==> src/rtl/local_endpoint.sv <==
// local_endpoint: packet injector and receiver on the local port of a mesh router.
// TX side frames {len,dest} header + len payload flits toward the router's local input.
// RX side buffers delivered flits in a small FIFO and reframes them for the local client.
module local_endpoint #(
  parameter int NODE_X   = 0,
  parameter int NODE_Y   = 0,
  parameter int RX_DEPTH = 4
) (
  input  logic        clk,
  input  logic        rst,
  input  logic        tx_req,
  input  logic [7:0]  tx_dest,
  input  logic [7:0]  tx_len,
  output logic        tx_ack,
  input  logic [15:0] pl_data,
  input  logic        pl_valid,
  output logic        pl_ready,
  output logic [15:0] tx_data,
  output logic        tx_valid,
  input  logic        router_full,
  input  logic [15:0] rx_data,
  input  logic        rx_valid,
  output logic        rx_full,
  output logic [15:0] out_data,
  output logic        out_valid,
  output logic        out_sof,
  output logic        out_eof,
  input  logic        out_ready,
  output logic        err_overflow,
  output logic        err_misroute
);

  localparam int AW = $clog2(RX_DEPTH);
  localparam logic [3:0] NX = 4'(NODE_X);
  localparam logic [3:0] NY = 4'(NODE_Y);
  localparam logic [7:0] LOCAL_ADDR = {NX, NY};
  localparam logic [AW:0] DEPTH_CNT = (AW+1)'(RX_DEPTH);

  // ---------------------------------------------------------------- TX side
  typedef enum logic [1:0] {TX_IDLE, TX_HEAD, TX_BODY} tx_state_t;

  tx_state_t  state_reg, state_next;
  logic [7:0] dest_reg, len_reg;
  logic [7:0] rem_reg, rem_next;

  // TX state register; dest/len are captured on the accept cycle so the client may change them afterwards
  always_ff @(posedge clk or posedge rst) begin
    if (rst) begin
      state_reg <= TX_IDLE;
      rem_reg   <= 8'd0;
      dest_reg  <= 8'd0;
      len_reg   <= 8'd0;
    end else begin
      state_reg <= state_next;
      rem_reg   <= rem_next;
      if (state_reg == TX_IDLE && tx_req) begin
        dest_reg <= tx_dest;
        len_reg  <= tx_len;
      end
    end
  end

  // TX next-state and handshake outputs; nothing is offered to the router while it reports full
  always_comb begin
    state_next = state_reg;
    rem_next   = rem_reg;
    tx_ack     = 1'b0;
    tx_valid   = 1'b0;
    tx_data    = 16'h0000;
    pl_ready   = 1'b0;
    case (state_reg)
      TX_IDLE: begin
        tx_ack = tx_req;
        if (tx_req) state_next = TX_HEAD;
      end
      TX_HEAD: begin
        if (!router_full) begin
          tx_valid = 1'b1;
          tx_data  = {len_reg, dest_reg};
          if (len_reg == 8'd0) begin
            state_next = TX_IDLE;
          end else begin
            state_next = TX_BODY;
            rem_next   = len_reg;
          end
        end
      end
      TX_BODY: begin
        pl_ready = !router_full;
        if (pl_valid && !router_full) begin
          tx_valid = 1'b1;
          tx_data  = pl_data;
          rem_next = rem_reg - 8'd1;
          if (rem_reg == 8'd1) state_next = TX_IDLE;
        end
      end
      default: state_next = TX_IDLE;
    endcase
  end

  // ---------------------------------------------------------------- RX side
  logic [15:0]   mem [RX_DEPTH];
  logic [AW-1:0] wr_ptr_reg, rd_ptr_reg;
  logic [AW:0]   count_reg;
  logic [7:0]    fcnt_reg;
  logic          err_overflow_reg, err_misroute_reg;
  logic          do_read, do_write;
  logic [15:0]   head;

  // A full FIFO still accepts a write when the head is popped in the same cycle
  always_comb begin
    rx_full   = (count_reg == DEPTH_CNT);
    out_valid = (count_reg != '0);
    head      = mem[rd_ptr_reg];
    do_read   = out_valid && out_ready;
    do_write  = rx_valid && (!rx_full || do_read);
    out_data  = out_valid ? head : 16'h0000;
    out_sof   = out_valid && (fcnt_reg == 8'd0);
    out_eof   = out_valid && (((fcnt_reg == 8'd0) && (head[15:8] == 8'd0)) || (fcnt_reg == 8'd1));
    err_overflow = err_overflow_reg;
    err_misroute = err_misroute_reg;
  end

  // FIFO storage; contents need no reset because the pointers define validity
  always_ff @(posedge clk) begin
    if (do_write) mem[wr_ptr_reg] <= rx_data;
  end

  // FIFO pointers, occupancy, frame counter and sticky error flags
  always_ff @(posedge clk or posedge rst) begin
    if (rst) begin
      wr_ptr_reg       <= '0;
      rd_ptr_reg       <= '0;
      count_reg        <= '0;
      fcnt_reg         <= 8'd0;
      err_overflow_reg <= 1'b0;
      err_misroute_reg <= 1'b0;
    end else begin
      if (do_write) wr_ptr_reg <= wr_ptr_reg + 1'b1;
      if (do_read)  rd_ptr_reg <= rd_ptr_reg + 1'b1;
      case ({do_write, do_read})
        2'b10:   count_reg <= count_reg + 1'b1;
        2'b01:   count_reg <= count_reg - 1'b1;
        default: count_reg <= count_reg;
      endcase
      if (rx_valid && rx_full && !do_read) err_overflow_reg <= 1'b1;
      if (do_read) begin
        if (fcnt_reg == 8'd0) begin
          fcnt_reg <= head[15:8];
          if (head[7:0] != LOCAL_ADDR) err_misroute_reg <= 1'b1;
        end else begin
          fcnt_reg <= fcnt_reg - 8'd1;
        end
      end
    end
  end

endmodule
==> config.mk <==
export PLATFORM = sky130hd
export DESIGN_NAME = local_endpoint
export DESIGN_NICKNAME = d
export VERILOG_FILES = /design/src/rtl/local_endpoint.sv
export SDC_FILE = /design/constraint.sdc
export NUM_CORES = 1
export LEC_CHECK = 0
export ABC_AREA = 0
export ABC_CLOCK_PERIOD_IN_PS = 2750
export CAP_MARGIN = 10
export CORE_UTILIZATION = 50
export DETAILED_ROUTE_END_ITERATION = 8
export PLACE_DENSITY = 0.8
export SETUP_SLACK_MARGIN = 0.4
export SLEW_MARGIN = 15
export SYNTH_ARGS = -nofsm -noshare
export SYNTH_HDL_FRONTEND = slang
export SYNTH_SLANG_ARGS = --single-unit
==> constraint.sdc <==
create_clock -name clk -period 2.75 [get_ports clk]
set_input_delay 0.55 -clock clk [delete_from_list [all_inputs] [get_ports clk]]
set_output_delay 0.55 -clock clk [all_outputs]
set_load 0.01 [all_outputs]
# After elaboration in Yosys (flattened, before gate mapping)

Memory sizes are Yosys's and may differ from the RTL's.
Index checks and enable logic that the tools add are counted.

Bits of input ports: 55
Flip-flop bits (word level): 43
Bits in writable memories: 64
Memories kept: 1
Logic and storage cells: 77

Eq/ne operators: 12
Reduce and logical (&&, ||, !) cells: 25
Add/sub/neg operators: 6
Mux-type cells: 23

Memories:

| memory | words | width | rd ports | clocked after memory_dff | write ports | line | RTL |
|---|---|---|---|---|---|---|---|
| mem    | 4     | 16    | 1        | 0                        | 1           | 102  | `logic [15:0] mem [RX_DEPTH];` |

Operators by type and width:

| operator                                          | count |
|---|---|
| 2-to-1 mux 16 bit                                 | 3 |
| 2-to-1 mux 8 bit                                  | 4 |
| case mux 16 bit (2 select lines)                  | 1 |
| logical NOT 8 bit                                 | 3 |
| == test 8 x 1 -> 1 bit (second input constant)    | 2 |
| case mux 8 bit (2 select lines)                   | 1 |
| subtractor 8 x 1 -> 8 bit (second input constant) | 2 |
| 2-to-1 mux 2 bit                                  | 5 |
| inequality test 2 bit (second input constant)     | 5 |
| logical AND 1 bit                                 | 9 |
| AND reduction 4 bit                               | 2 |
| nonzero test 8 bit                                | 1 |
| 2-to-1 mux 1 bit                                  | 6 |
| case mux 2 bit (3 select lines)                   | 1 |
| case mux 3 bit (2 select lines)                   | 1 |
| adder 2 x 1 -> 2 bit (second input constant)      | 2 |
| == test 2 x 1 -> 1 bit (second input constant)    | 2 |
| == test 2 bit (second input constant)             | 2 |
| nonzero test 2 bit                                | 2 |
| adder 3 x 1 -> 3 bit (second input constant)      | 1 |
| == test 3 bit (second input constant)             | 1 |
| logical NOT 1 bit                                 | 3 |
| AND reduction 3 bit                               | 1 |
| nonzero test 3 bit                                | 1 |
| 4 further kinds                                   | 5 |

# Logic depth before layout (Yosys ltp)

Gate-level depths: netlist of the first run.

Depth in word-level cells: 6
Mapped depth: 9
Mapped depth without buffers: 6

# Worst setup path after synthesis of the first run

OpenSTA, ideal clock, no wires.

Path kind: register to output
Start point: reg state_reg[0]
End point: out tx_data[0]
Path slack: 302 ps
Stages on the path, launching flop included: 10
Path buffers: 3
Data arrival time: 1,898 ps
Cells stage by stage: dfrtp_1 > inv_1 > ha_1 > buf_2 > nor2b_1 > and2_1 > clkbuf_1 > buf_2 > a22oi_1 > nor2b_1

Cells in the longest elaborated chain, start to end: 2
Elaborated cells between the ends (all ways): 3
Those cells by class: eq/ne: 2; mux: 1

RTL lines:

| item                                                           | line | RTL |
|---|---|---|
| from (decl)                                                    | 42   | `tx_state_t state_reg, state_next;` |
| from (signal assigned)                                         | 54   | `state_reg <= state_next;` |
| == test 2 bit / == test 2 x 1 -> 1 bit (equally long branches) | 71   | `case (state_reg)` |
| case mux 16 bit (2 select lines) (*)                           | 71   |  |
| to (decl)                                                      | 18   | `output logic [15:0] tx_data,` |

Mark *: on every way between the ends. The rest lies on a longest branch, timed or not.

# Worst setup path after layout of the first run

Start point: reg rd_ptr_reg[0]
End point: out out_data[6]

Cells in the longest elaborated chain, start to end: 2

RTL lines:

| item                     | line | RTL |
|---|---|---|
| from (decl)              | 103  | `logic [AW-1:0] wr_ptr_reg, rd_ptr_reg;` |
| from (signal assigned)   | 140  | `if (do_read) rd_ptr_reg <= rd_ptr_reg + 1'b1;` |
| memory read (4 x 16 bit) | n/a  |  |
| 2-to-1 mux 16 bit        | 117  | `out_data = out_valid ? head : 16'h0000;` |
| to (decl)                | 24   | `output logic [15:0] out_data,` |

No other way between the ends.

==> results of run 1 <==
what timing repair did:
item / 4_1_cts / 5_1_grt
gates resized for setup: 195 / 22
pin swaps: 8 / 12
setup endpoints to repair: 38 / 36
hold buffers: 0 / 0
gates cloned: 2 / 0
buffers inserted: 19 / 12
logic make-up after synthesis:
kind of cell,after synthesis,share of synthesized area (%)
AO/OA/AOI/OAI,66,9.41
XOR/XNOR,5,0.862
adder cells (fa/ha/maj),14,3.60
buffers and inverters,42,3.72
flip-flops,107,59.0
multiplexers,39,12.4
AND/OR/NAND/NOR,98,10.9
final timing paths:
kind / cells past startpoint / end / start / slack (ps)
setup / recovery: 8 / out_data[6] / rd_ptr_reg[0]$_DFFE_PP0P_ / 2
hold / removal: 1 / err_overflow$_DFFE_PP0P_ / err_overflow$_DFFE_PP0P_ / 510
setup reg to reg: 10 / err_misroute$_DFFE_PP0P_ / rd_ptr_reg[0]$_DFFE_PP0P_ / 160
hold reg to reg: 1 / err_overflow$_DFFE_PP0P_ / err_overflow$_DFFE_PP0P_ / 510
max in group asynchronous: 3 / rd_ptr_reg[0]$_DFFE_PP0P_ / rst / 1710
min in group asynchronous: 2 / err_overflow$_DFFE_PP0P_ / rst / 540
stage by stage:
stage          power [W]  hold WS [ps]  util, %  setup TNS, ps  instances
6_report         0.00728           508     70.8              0        655
5_1_grt          0.00768           536     70.8           -289        655
4_1_cts          0.00696           512     68.9          -1.41        643
3_5_place_dp     0.00575           487     64.4           -544        606
3_3_place_gp     0.00564           455     64.4          -50.7        606
2_1_floorplan    0.00447           473        -              0        371
Yosys cell counts (7+ instances only):
cell type and n:
mux2_2 16, o22a_1 8, nor2_1 12, inv_1 23, nand2_1 15, nor2b_1 34
mux4_2 11, clkbuf_1 11, a22oi_1 16, ha_1 13, a21oi_1 10, nor3_1 7
dfrtp_1 43, edfxtp_1 64
report_power, final:
part	leakage [nW]	internal, W	switching (W)
clock network	0.0942	0.000347	0.000557
registers	1.09	0.00223	0.000427
logic	1.55	0.00200	0.00171
cells in the final DEF (no fill, tap or decap), types with 12 or more instances in the layout:
cell,n
a22oi_2,16
buf_2,26
buf_4,32
buf_6,25
clkdlybuf4s50_1,57
dfrtp_1,41
edfxtp_1,64
inv_1,20
mux2_2,16
mux4_2,16
nand2_1,15
nor2_1,12
nor2b_1,26
layout make-up:
cell class | count | area (um^2)
tap | 133 | 166
clock buffer | 9 | 124
multi-input combinational | 222 | 2080
clock inverter | 7 | 58.8
timing repair buffer | 154 | 1430
fill | 642 | 2870
inverter | 23 | 91.3
sequential | 107 | 3000
per-layer routing:
layer / vias up / part of all wire (%)
li1: 1683 / -
met1: 1830 / 40
met2: 128 / 54
met3: 23 / 3.8
met4: 0 / 2.0
met5: - / 0
==> metrics.md, run 1 <==
| Metric | Value |
|---|---|
| Worst Clk Skew | 12.6 ps |
| Worst path max stage delay | 470 ps |
| Peak supply drop | 0.585 mV |
| Largest net degree at the start of global routing | 25 |
| Actual slew at the worst max-slew pin | 678 ps |
| Critical path's most frequent cell | buf_12 |
| Outcome | completed |
| HP Class | flop to flop |
| Worst path slowest cell | dfrtp_2 |
| Worst-path maximum fanout | 5 |
| Cell type with the largest total area after synthesis | edfxtp_1 |
| Antenna cells | 0 |
| Critical Path AT | 2200 ps |
| Area after DPL | 0.00632 mm^2 |
| Ys Warns | 0 |
| Post-synth net total | 440 |
| Clock sink count | 107 |
| Clk slew on worst S/H paths | 110 ps |
| Pre-antenna DRT Iters | 4 |
| Final Hold Fails | 0 |
| EDFF count, synth | 64 |
| Worst Path Buf+Inv | 6 |
| #FFs+latches synth | 107 |
| Layout cells sized above 1 | 35.1% |
| Final setup margin | 1.79 ps |
| PD cells | 1050 mW/mm^2 |
| Crit. End Element | primary output |
| Top-level port count | 96 |
| Clock root buffer master | clkbuf_8 |
| Die extent in y | 103 um |
| Max-Cap Viols | 0 |
| Share of synthesized registers carrying an async set or reset | 40.2% |
| Final setup fails | 0 |
| Sequential-to-total area share from yosys stat | 59.0% |
| Busiest grt layer | met2 |
| Fin. max-slew vios | 0 |
| Mapped Area | 0.00508 mm^2 |
| Final Cycle Share | 99.9% |
| Design area | 0.00695 mm^2 |
| Vias in the first global route | 3,643 |
| Worst Path Required | 2200 ps |
| Worst-path cell chain | buf_4 -> buf_6 -> buf_12 -> buf_12 -> buf_12 -> mux4_2 -> nor2b_4 -> buf_6 |
| Core region area | 0.00982 mm^2 |
| DRT iter0 DRCs | 186 |
| Min cycle time layout | 2750 ps |
| Dpl hpwl | 7.77 mm |
| RSZ-0062 raised after global routing | true |
| DR WL/cell | 18.7 um |
| Synth cell types | 54 |
| Max Clk Rate | 364 MHz |
| Clock Latency Late Sink | 360 ps |
| DRT Wirelength | 12.2 mm |
| Chip width | 103 um |
| Die Area | 0.0106 mm^2 |
| Met2 Usage GRT | 41.2% |
| Initial antenna violation count | 0 |
| M3 GR Usage | 3.59% |
| Synthesis-to-layout area growth | 36.9% |
| GRT Util Overall | 23.3% |
| Global placer's final weighted congestion | 0.827 |
| TritonCTS clock tree | yes |
| Via count | 3,664 |
| ANT nets after route | 0 |
| Port bufs | 95 |
| Top cells by area, synth | edfxtp_1, dfrtp_1, mux4_2 |
| Largest Register | mem |
| Slew Limit Headroom | 54.4% |
| Ys flop type | edfxtp_1 |
| Avg Cell Area, Syn | 13.7 um^2 |
| Met1 usage in global routing | 28.2% |
| Initial Utilization | 51.7% |
| First-pass GRT wire length | 18.1 mm |
| Vias per Instance | 5.59 |
| Core Rows | 36 |
| Max reg flops | 64 |
| CP delay by family, top | buffers and inverters |
| H-tree levels | 3 |
| CTS Buf Count | 9 |
| Yosys top cell area share | 37.9% |
| Total grt overflow | 0 |
| CTS Buffer Depth | 2 |
| Static Leakage | 2.74 nW |
| CP Launch Type | flop |
| Crit Path Category | flop to primary output |
| DP Worst Slack | -46.6 ps |
| Cell count after synthesis | 371 |
| Post-route DRC | 0 |
| Fin nets | 586 |
Note: power is estimated with default switching activity, not from simulation.
==> run 2, diff against run 1 <==
--- a/config.mk
+++ b/config.mk
@@ -8,9 +8,9 @@
 export ABC_AREA = 0
 export ABC_CLOCK_PERIOD_IN_PS = 2750
 export CAP_MARGIN = 10
-export CORE_UTILIZATION = 50
+export CORE_UTILIZATION = 52
 export DETAILED_ROUTE_END_ITERATION = 8
-export PLACE_DENSITY = 0.8
+export PLACE_DENSITY = 0.83
 export SETUP_SLACK_MARGIN = 0.4
 export SLEW_MARGIN = 15
 export SYNTH_ARGS = -nofsm -noshare
==> constraint.sdc (replaced) <==
create_clock -name clk -period 2.75 [get_ports clk]
set_input_delay 0.55 -clock clk [delete_from_list [all_inputs] [get_ports clk]]
set_output_delay 0.55 -clock clk [all_outputs]
set_load 0.1 [all_outputs]
==> run 2 against run 1 <==
The flow now finishes with violations (negative setup slack). Critical path depth decreased by 2. Non-clock buffer count decreased by 8. Clock skew about the same. Sequential share of layout area decreased by 3.9 points. Clock-buffer cell count increased by 1. Via count increased by 3.5%. Utilization increased by 11 points.
==> metrics.md, run 2 (synthesis results as in run 1) <==
| Metric | Value |
|---|---|
| Initial Utilization | 54.4% (was 51.7%) |
| Largest Register | mem (unchanged) |
| CP delay by family, top | multiplexers (was buffers and inverters) |
| Outcome | finished, violations left (was completed) |
| Top-level port count | 96 (unchanged) |
| DRT Wirelength | 13.2 mm (was 12.2 mm) |
| Total grt overflow | 0 (unchanged) |
| Antenna cells | 0 (unchanged) |
| CTS Buffer Depth | 2 (unchanged) |
| Final Cycle Share | 105% (was 99.9%) |
| Via count | 3,793 (was 3,664) |
| Worst path slowest cell | mux4_2 (was dfrtp_2) |
| Final setup fails | 9 (was 0) |
| ANT nets after route | 0 (unchanged) |
| Post-route DRC | 0 (unchanged) |
| Most frequent cells in the layout | edfxtp_1, clkdlybuf4s50_1, buf_12 (was edfxtp_1, clkdlybuf4s50_1, dfrtp_1) |
| Crit Path Category | flop to primary output (unchanged) |
| Worst Clk Skew | 12.5 ps (was 12.6 ps) |
| Final setup margin | -133 ps (was 1.79 ps) |
| Synthesis-to-layout area growth | 50.4% (was 36.9%) |
| Die extent in y | 101 um (was 103 um) |
| Design area | 0.00764 mm^2 (was 0.00695 mm^2) |
| Clock sink count | 107 (unchanged) |
| DRT iter0 DRCs | 309 (was 186) |
| Layout cells sized above 1 | 42.2% (was 35.1%) |
| CTS Buf Count | 9 (unchanged) |
| Vias per Instance | 5.88 (was 5.59) |
| Multi-input logic area | 0.00234 mm^2 (was 0.00208 mm^2) |
| Fin. max-slew vios | 0 (unchanged) |
| FF/Latch Area | 0.00300 mm^2 (unchanged) |
| Critical Path AT | 2330 ps (was 2200 ps) |
| Min cycle time layout | 2880 ps (was 2750 ps) |
| Clock root buffer master | clkbuf_8 (unchanged) |
| Max Clk Rate | 347 MHz (was 364 MHz) |
| Worst Path Buf+Inv | 2 (was 6) |
| Violated checks | negative setup slack |
| Area after DPL | 0.00685 mm^2 (was 0.00632 mm^2) |
| TritonCTS clock tree | yes (unchanged) |
| Worst Path Required | 2200 ps (about the same) |
| Core region area | 0.00933 mm^2 (was 0.00982 mm^2) |
| Global placer's final weighted congestion | 0.792 (was 0.827) |
| Max-Cap Viols | 0 (unchanged) |
| First-pass GRT wire length | 19.8 mm (was 18.1 mm) |
| Worst-path maximum fanout | 5 (unchanged) |
| CP Launch Type | flop (unchanged) |
| Clk slew on worst S/H paths | 110 ps (about the same) |
| Worst-path cell chain | buf_6 -> mux4_2 -> nor3_2 -> a41oi_2 -> nor3_4 -> buf_12 (was buf_4 -> buf_6 -> buf_12 -> buf_12 -> buf_12 -> mux4_2 -> nor2b_4 -> buf_6) |
| Max reg flops | 64 (unchanged) |
| HP Class | flop to flop (unchanged) |
| Initial antenna violation count | 0 (unchanged) |
| Dpl hpwl | 8.25 mm (was 7.77 mm) |
| DR WL/cell | 20.5 um (was 18.7 um) |
| Post-layout util | 81.9% (was 70.8%) |
| Slew Limit Headroom | 43.8% (was 54.4%) |
| Vias in the first global route | 3,838 (was 3,643) |
| Crit. End Element | primary output (unchanged) |
| Port bufs | 95 (unchanged) |
| GRT Util Overall | 26.3% (was 23.3%) |
| Worst path max stage delay | 560 ps (was 470 ps) |
| Final hold slack | 497 ps (was 508 ps) |
| Actual slew at the worst max-slew pin | 843 ps (was 678 ps) |
| H-tree levels | 3 (unchanged) |
| Commonest non-fill, non-tap cell in the layout | edfxtp_1 (unchanged) |
| Fin nets | 580 (was 586) |
| Chip width | 101 um (was 103 um) |
| RSZ-0062 raised after global routing | true (unchanged) |
| Final Hold Fails | 0 (unchanged) |
| Fill count | 489 (was 642) |
| Clock Latency Late Sink | 380 ps (was 360 ps) |
| Die Area | 0.0102 mm^2 (was 0.0106 mm^2) |
| Core Rows | 35 (was 36) |
| Pre-antenna DRT Iters | 5 (was 4) |
| Largest net degree at the start of global routing | 44 (was 25) |
run 2: final cells by class:
cell class,count,share of cell area [%]
Tap cell,129,2.11
Sequential cell,107,39.3
Clock buffer,10,1.67
Multi-Input combinational cell,224,30.7
Timing Repair Buffer,146,24.2
Inverter,23,1.13
Clock inverter,6,0.983
run 2: what timing repair did:
item / in CTS / in global routing
endpoints found under the setup margin: 35 / 38
pin swaps: 8 / 4
resized for setup: 52 / 25
setup buffers: 25 / 11
cloned: 4 / 0
hold buffers: 0 / 0
run 2: per-stage QoR:
step / TNS, ps / cells / setup WS [ps]
floorplan: -2070 / 371 / -174
global placement: 0 / 589 / 177
detailed placement: 0 / 589 / 118
CTS: -457 / 634 / -111
global route: -1300 / 645 / -207
finish: -655 / 645 / -133
run 2: per-layer routing:
layer  global-route usage [%]  vias to the layer above  wire (um)
li1                         -                     1667          -
met1                     30.8                     1949       4970
met2                     47.6                      147       7190
met3                     3.95                       30        679
met4                     12.5                        0        370
met5                        0                        -          0
run 2: worst register-to-register path, cell delays in order, from the launching register on:
cell and delay (ps):
dfrtp_2 490, buf_4 170, buf_6 110, buf_6 110
buf_6 110, buf_12 140, mux4_2 440, buf_4 150
buf_4 120, nor4_2 180, a211oi_2 130, or2_1 220
run 2: path summary, 6_finish.rpt:
kind                       slack (ps)                         to                 startpoint  cells past startpoint
setup reg to reg                  280   err_misroute$_DFFE_PP0P_  rd_ptr_reg[0]$_DFFE_PP0P_                     11
min in group asynchronous         640    dest_reg[6]$_DFFE_PP0P_                        rst                      3
setup / recovery                 -130                    out_eof  rd_ptr_reg[0]$_DFFE_PP0P_                      6
max in group asynchronous        1700  rd_ptr_reg[1]$_DFFE_PP0P_                        rst                      3
hold reg to reg                   500   err_overflow$_DFFE_PP0P_   err_overflow$_DFFE_PP0P_                      1
hold / removal                    500   err_overflow$_DFFE_PP0P_   err_overflow$_DFFE_PP0P_                      1
Power of run 2 is left out: the tool's default activity adds up to more than one toggle a clock period on the data nets, which glitch-free logic cannot reach.
==> run 3, diff against run 2 <==
--- a/config.mk
+++ b/config.mk
@@ -7,9 +7,9 @@
 export LEC_CHECK = 0
 export ABC_AREA = 0
 export ABC_CLOCK_PERIOD_IN_PS = 2750
-export CAP_MARGIN = 10
 export CORE_UTILIZATION = 52
 export DETAILED_ROUTE_END_ITERATION = 8
+export GPL_TIMING_DRIVEN = 0
 export PLACE_DENSITY = 0.83
 export SETUP_SLACK_MARGIN = 0.4
 export SLEW_MARGIN = 15
==> run 3 against run 2 <==
The run still ends with negative setup slack left. Final area is 0.77% higher. Utilization is 0.63 points higher. Die area stayed put. Clock-buffer cell count is 1 lower. Routed wire length is 4.2% higher. First-iteration DRC count is 33% lower. Via count is 0.45% lower. Worst setup slack worse by 78 ps. Hold slack worse by 77 ps. Cell count is 0.78% higher. Fmax is 2.6% lower.
==> metrics.md, run 3 (synthesis results as in run 1) <==
| Metric | Value |
|---|---|
| Dpl hpwl | 7.57 mm (was 8.25 mm) |
| Min cycle time layout | 2960 ps (was 2880 ps) |
| CP delay by family, top | multiplexers (unchanged) |
| Clock sink count | 107 (unchanged) |
| Vias per Instance | 5.81 (was 5.88) |
| H-tree levels | 3 (unchanged) |
| Fin. max-slew vios | 0 (unchanged) |
| Largest Register | mem (unchanged) |
| Pre-antenna DRT Iters | 5 (unchanged) |
| GRT Util Overall | 26.2% (was 26.3%) |
| Fin nets | 585 (was 580) |
| Die Area | 0.0102 mm^2 (unchanged) |
| Max Clk Rate | 338 MHz (was 347 MHz) |
| Chip width | 101 um (unchanged) |
| Via count | 3,776 (was 3,793) |
| M3 GR Usage | 4.37% (was 3.95%) |
| Largest net degree at the start of global routing | 38 (was 44) |
| R2R depth | 11 (unchanged) |
| Core region area | 0.00933 mm^2 (unchanged) |
| Clock Latency Late Sink | 380 ps (about the same) |
| Final setup fails | 6 (was 9) |
| Outcome | finished, violations left (unchanged) |
| Worst Clk Skew | 19.8 ps (was 12.5 ps) |
| ANT nets after route | 0 (unchanged) |
| Layout cells sized above 1 | 41.8% (was 42.2%) |
| Worst-path cell chain | buf_8 -> buf_12 -> mux4_2 -> nor4_4 -> a41oi_2 -> nor3_4 -> buf_12 (was buf_6 -> mux4_2 -> nor3_2 -> a41oi_2 -> nor3_4 -> buf_12) |
| DP Worst Slack | -1250 ps (was 118 ps) |
| Worst-path maximum fanout | 7 (was 5) |
| Worst Path Buf+Inv | 3 (was 2) |
| HP Class | primary input to asynchronous set/reset pin (was flop to flop) |
| Clk slew on worst S/H paths | 110 ps (about the same) |
| Clock root buffer master | clkbuf_8 (unchanged) |
| Critical Path AT | 2410 ps (was 2330 ps) |
| Max reg flops | 64 (unchanged) |
| DRT Wirelength | 13.8 mm (was 13.2 mm) |
| Vias in the first global route | 3,855 (was 3,838) |
| Slew Limit Headroom | 36.7% (was 43.8%) |
| Worst R2R Start | rd_ptr_reg[0]$_DFFE_PP0P_ (unchanged) |
| RSZ-0062 raised after global routing | true (unchanged) |
| Crit. End Element | primary output (unchanged) |
| Most frequent cells in the layout | edfxtp_1, clkdlybuf4s50_1, dfrtp_1 (was edfxtp_1, clkdlybuf4s50_1, buf_12) |
| Setup TNS | -466 ps (was -655 ps) |
| Reg2reg end | err_misroute$_DFFE_PP0P_ (unchanged) |
| Global placer's final weighted congestion | 0.802 (was 0.792) |
| CP Launch Type | flop (unchanged) |
| TritonCTS clock tree | yes (unchanged) |
| FF/Latch Area | 0.00300 mm^2 (about the same) |
| Total grt overflow | 0 (unchanged) |
| First-pass GRT wire length | 19.9 mm (was 19.8 mm) |
| Final hold slack | 421 ps (was 497 ps) |
| Design area | 0.00770 mm^2 (was 0.00764 mm^2) |
| Actual slew at the worst max-slew pin | 954 ps (was 843 ps) |
| Worst path slowest cell | mux4_2 (unchanged) |
| Busiest grt layer | met2 (unchanged) |
| Top-level port count | 96 (unchanged) |
| Final Hold Fails | 0 (unchanged) |
| DR WL/cell | 21.2 um (was 20.5 um) |
| Core Rows | 35 (unchanged) |
| Max-Cap Viols | 0 (unchanged) |
| Die extent in y | 101 um (unchanged) |
| Met2 Usage GRT | 48.5% (was 47.6%) |
| Fill count | 436 (was 489) |
| Critical path's most frequent cell | buf_12 |
| Met1 usage in global routing | 31.5% (was 30.8%) |
| Port bufs | 95 (unchanged) |
| Violated checks | negative setup slack (unchanged) |
| Antenna cells | 0 (unchanged) |
| Initial antenna violation count | 0 (unchanged) |
| CTS Buf Count | 9 (unchanged) |
| DRT iter0 DRCs | 207 (was 309) |
| Synthesis-to-layout area growth | 51.6% (was 50.4%) |
| Commonest non-fill, non-tap cell in the layout | edfxtp_1 (unchanged) |
| Final Cycle Share | 108% (was 105%) |
| Post-route DRC | 0 (unchanged) |
| Worst Path Required | 2200 ps (about the same) |
| Crit Path Category | flop to primary output (unchanged) |
| Final setup margin | -211 ps (was -133 ps) |
| CTS Buffer Depth | 2 (unchanged) |
| Multi-input logic area | 0.00233 mm^2 (was 0.00234 mm^2) |
| Area after DPL | 0.00652 mm^2 (was 0.00685 mm^2) |
| R2R setup slack | 50 ps (was 280 ps) |
| Initial Utilization | 54.4% (unchanged) |
| Worst path max stage delay | 550 ps (was 560 ps) |
==> run 3: how the worst max path moves through the flow <==
stage / startpoint / to / slack, ps / cells past startpoint
finish: rd_ptr_reg[0]$_DFFE_PP0P_ / out_eof / -210 / 7
global route: rd_ptr_reg[0]$_DFFE_PP0P_ / out_eof / -300 / 7
CTS: rd_ptr_reg[0]$_DFFE_PP0P_ / out_eof / -190 / 7
detailed placement: router_full / tx_data[3] / -1250 / 7
global placement: router_full / tx_data[4] / -1240 / 7
floorplan: state_reg[0]$_DFFE_PP0P_ / tx_data[0] / -170 / 9
==> run 3: timing repair <==
item                       CTS  global route
setup endpoints to repair   41            40
gates cloned                 2             0
hold buffers                 0             0
resized for setup          403            22
pin swaps                   14             8
buffers inserted            20            16
==> run 3: cell type report <==
type	instances	area share, %
clock inverter	7	1.02
inverter	23	1.12
sequential	107	39.0
timing repair buffer	134	22.2
tap	129	2.10
multi-input combinational	222	30.3
clock buffer	9	1.61
buffer	19	2.65
==> run 3: metal layers <==
layer / share of wire (%) / vias up
met5: 0 / -
met4: 2.3 / 0
met3: 4.8 / 34
met2: 54 / 159
met1: 38 / 1907
li1: - / 1676
==> run 3: through the flow <==
stage	instances	utilization, %
3_5_place_dp	596	69.9
5_1_grt	650	82.5
2_1_floorplan	371	-
3_3_place_gp	595	69.7
4_1_cts	634	80.4
6_report	650	82.5
Power of run 3 is left out for the same reason.
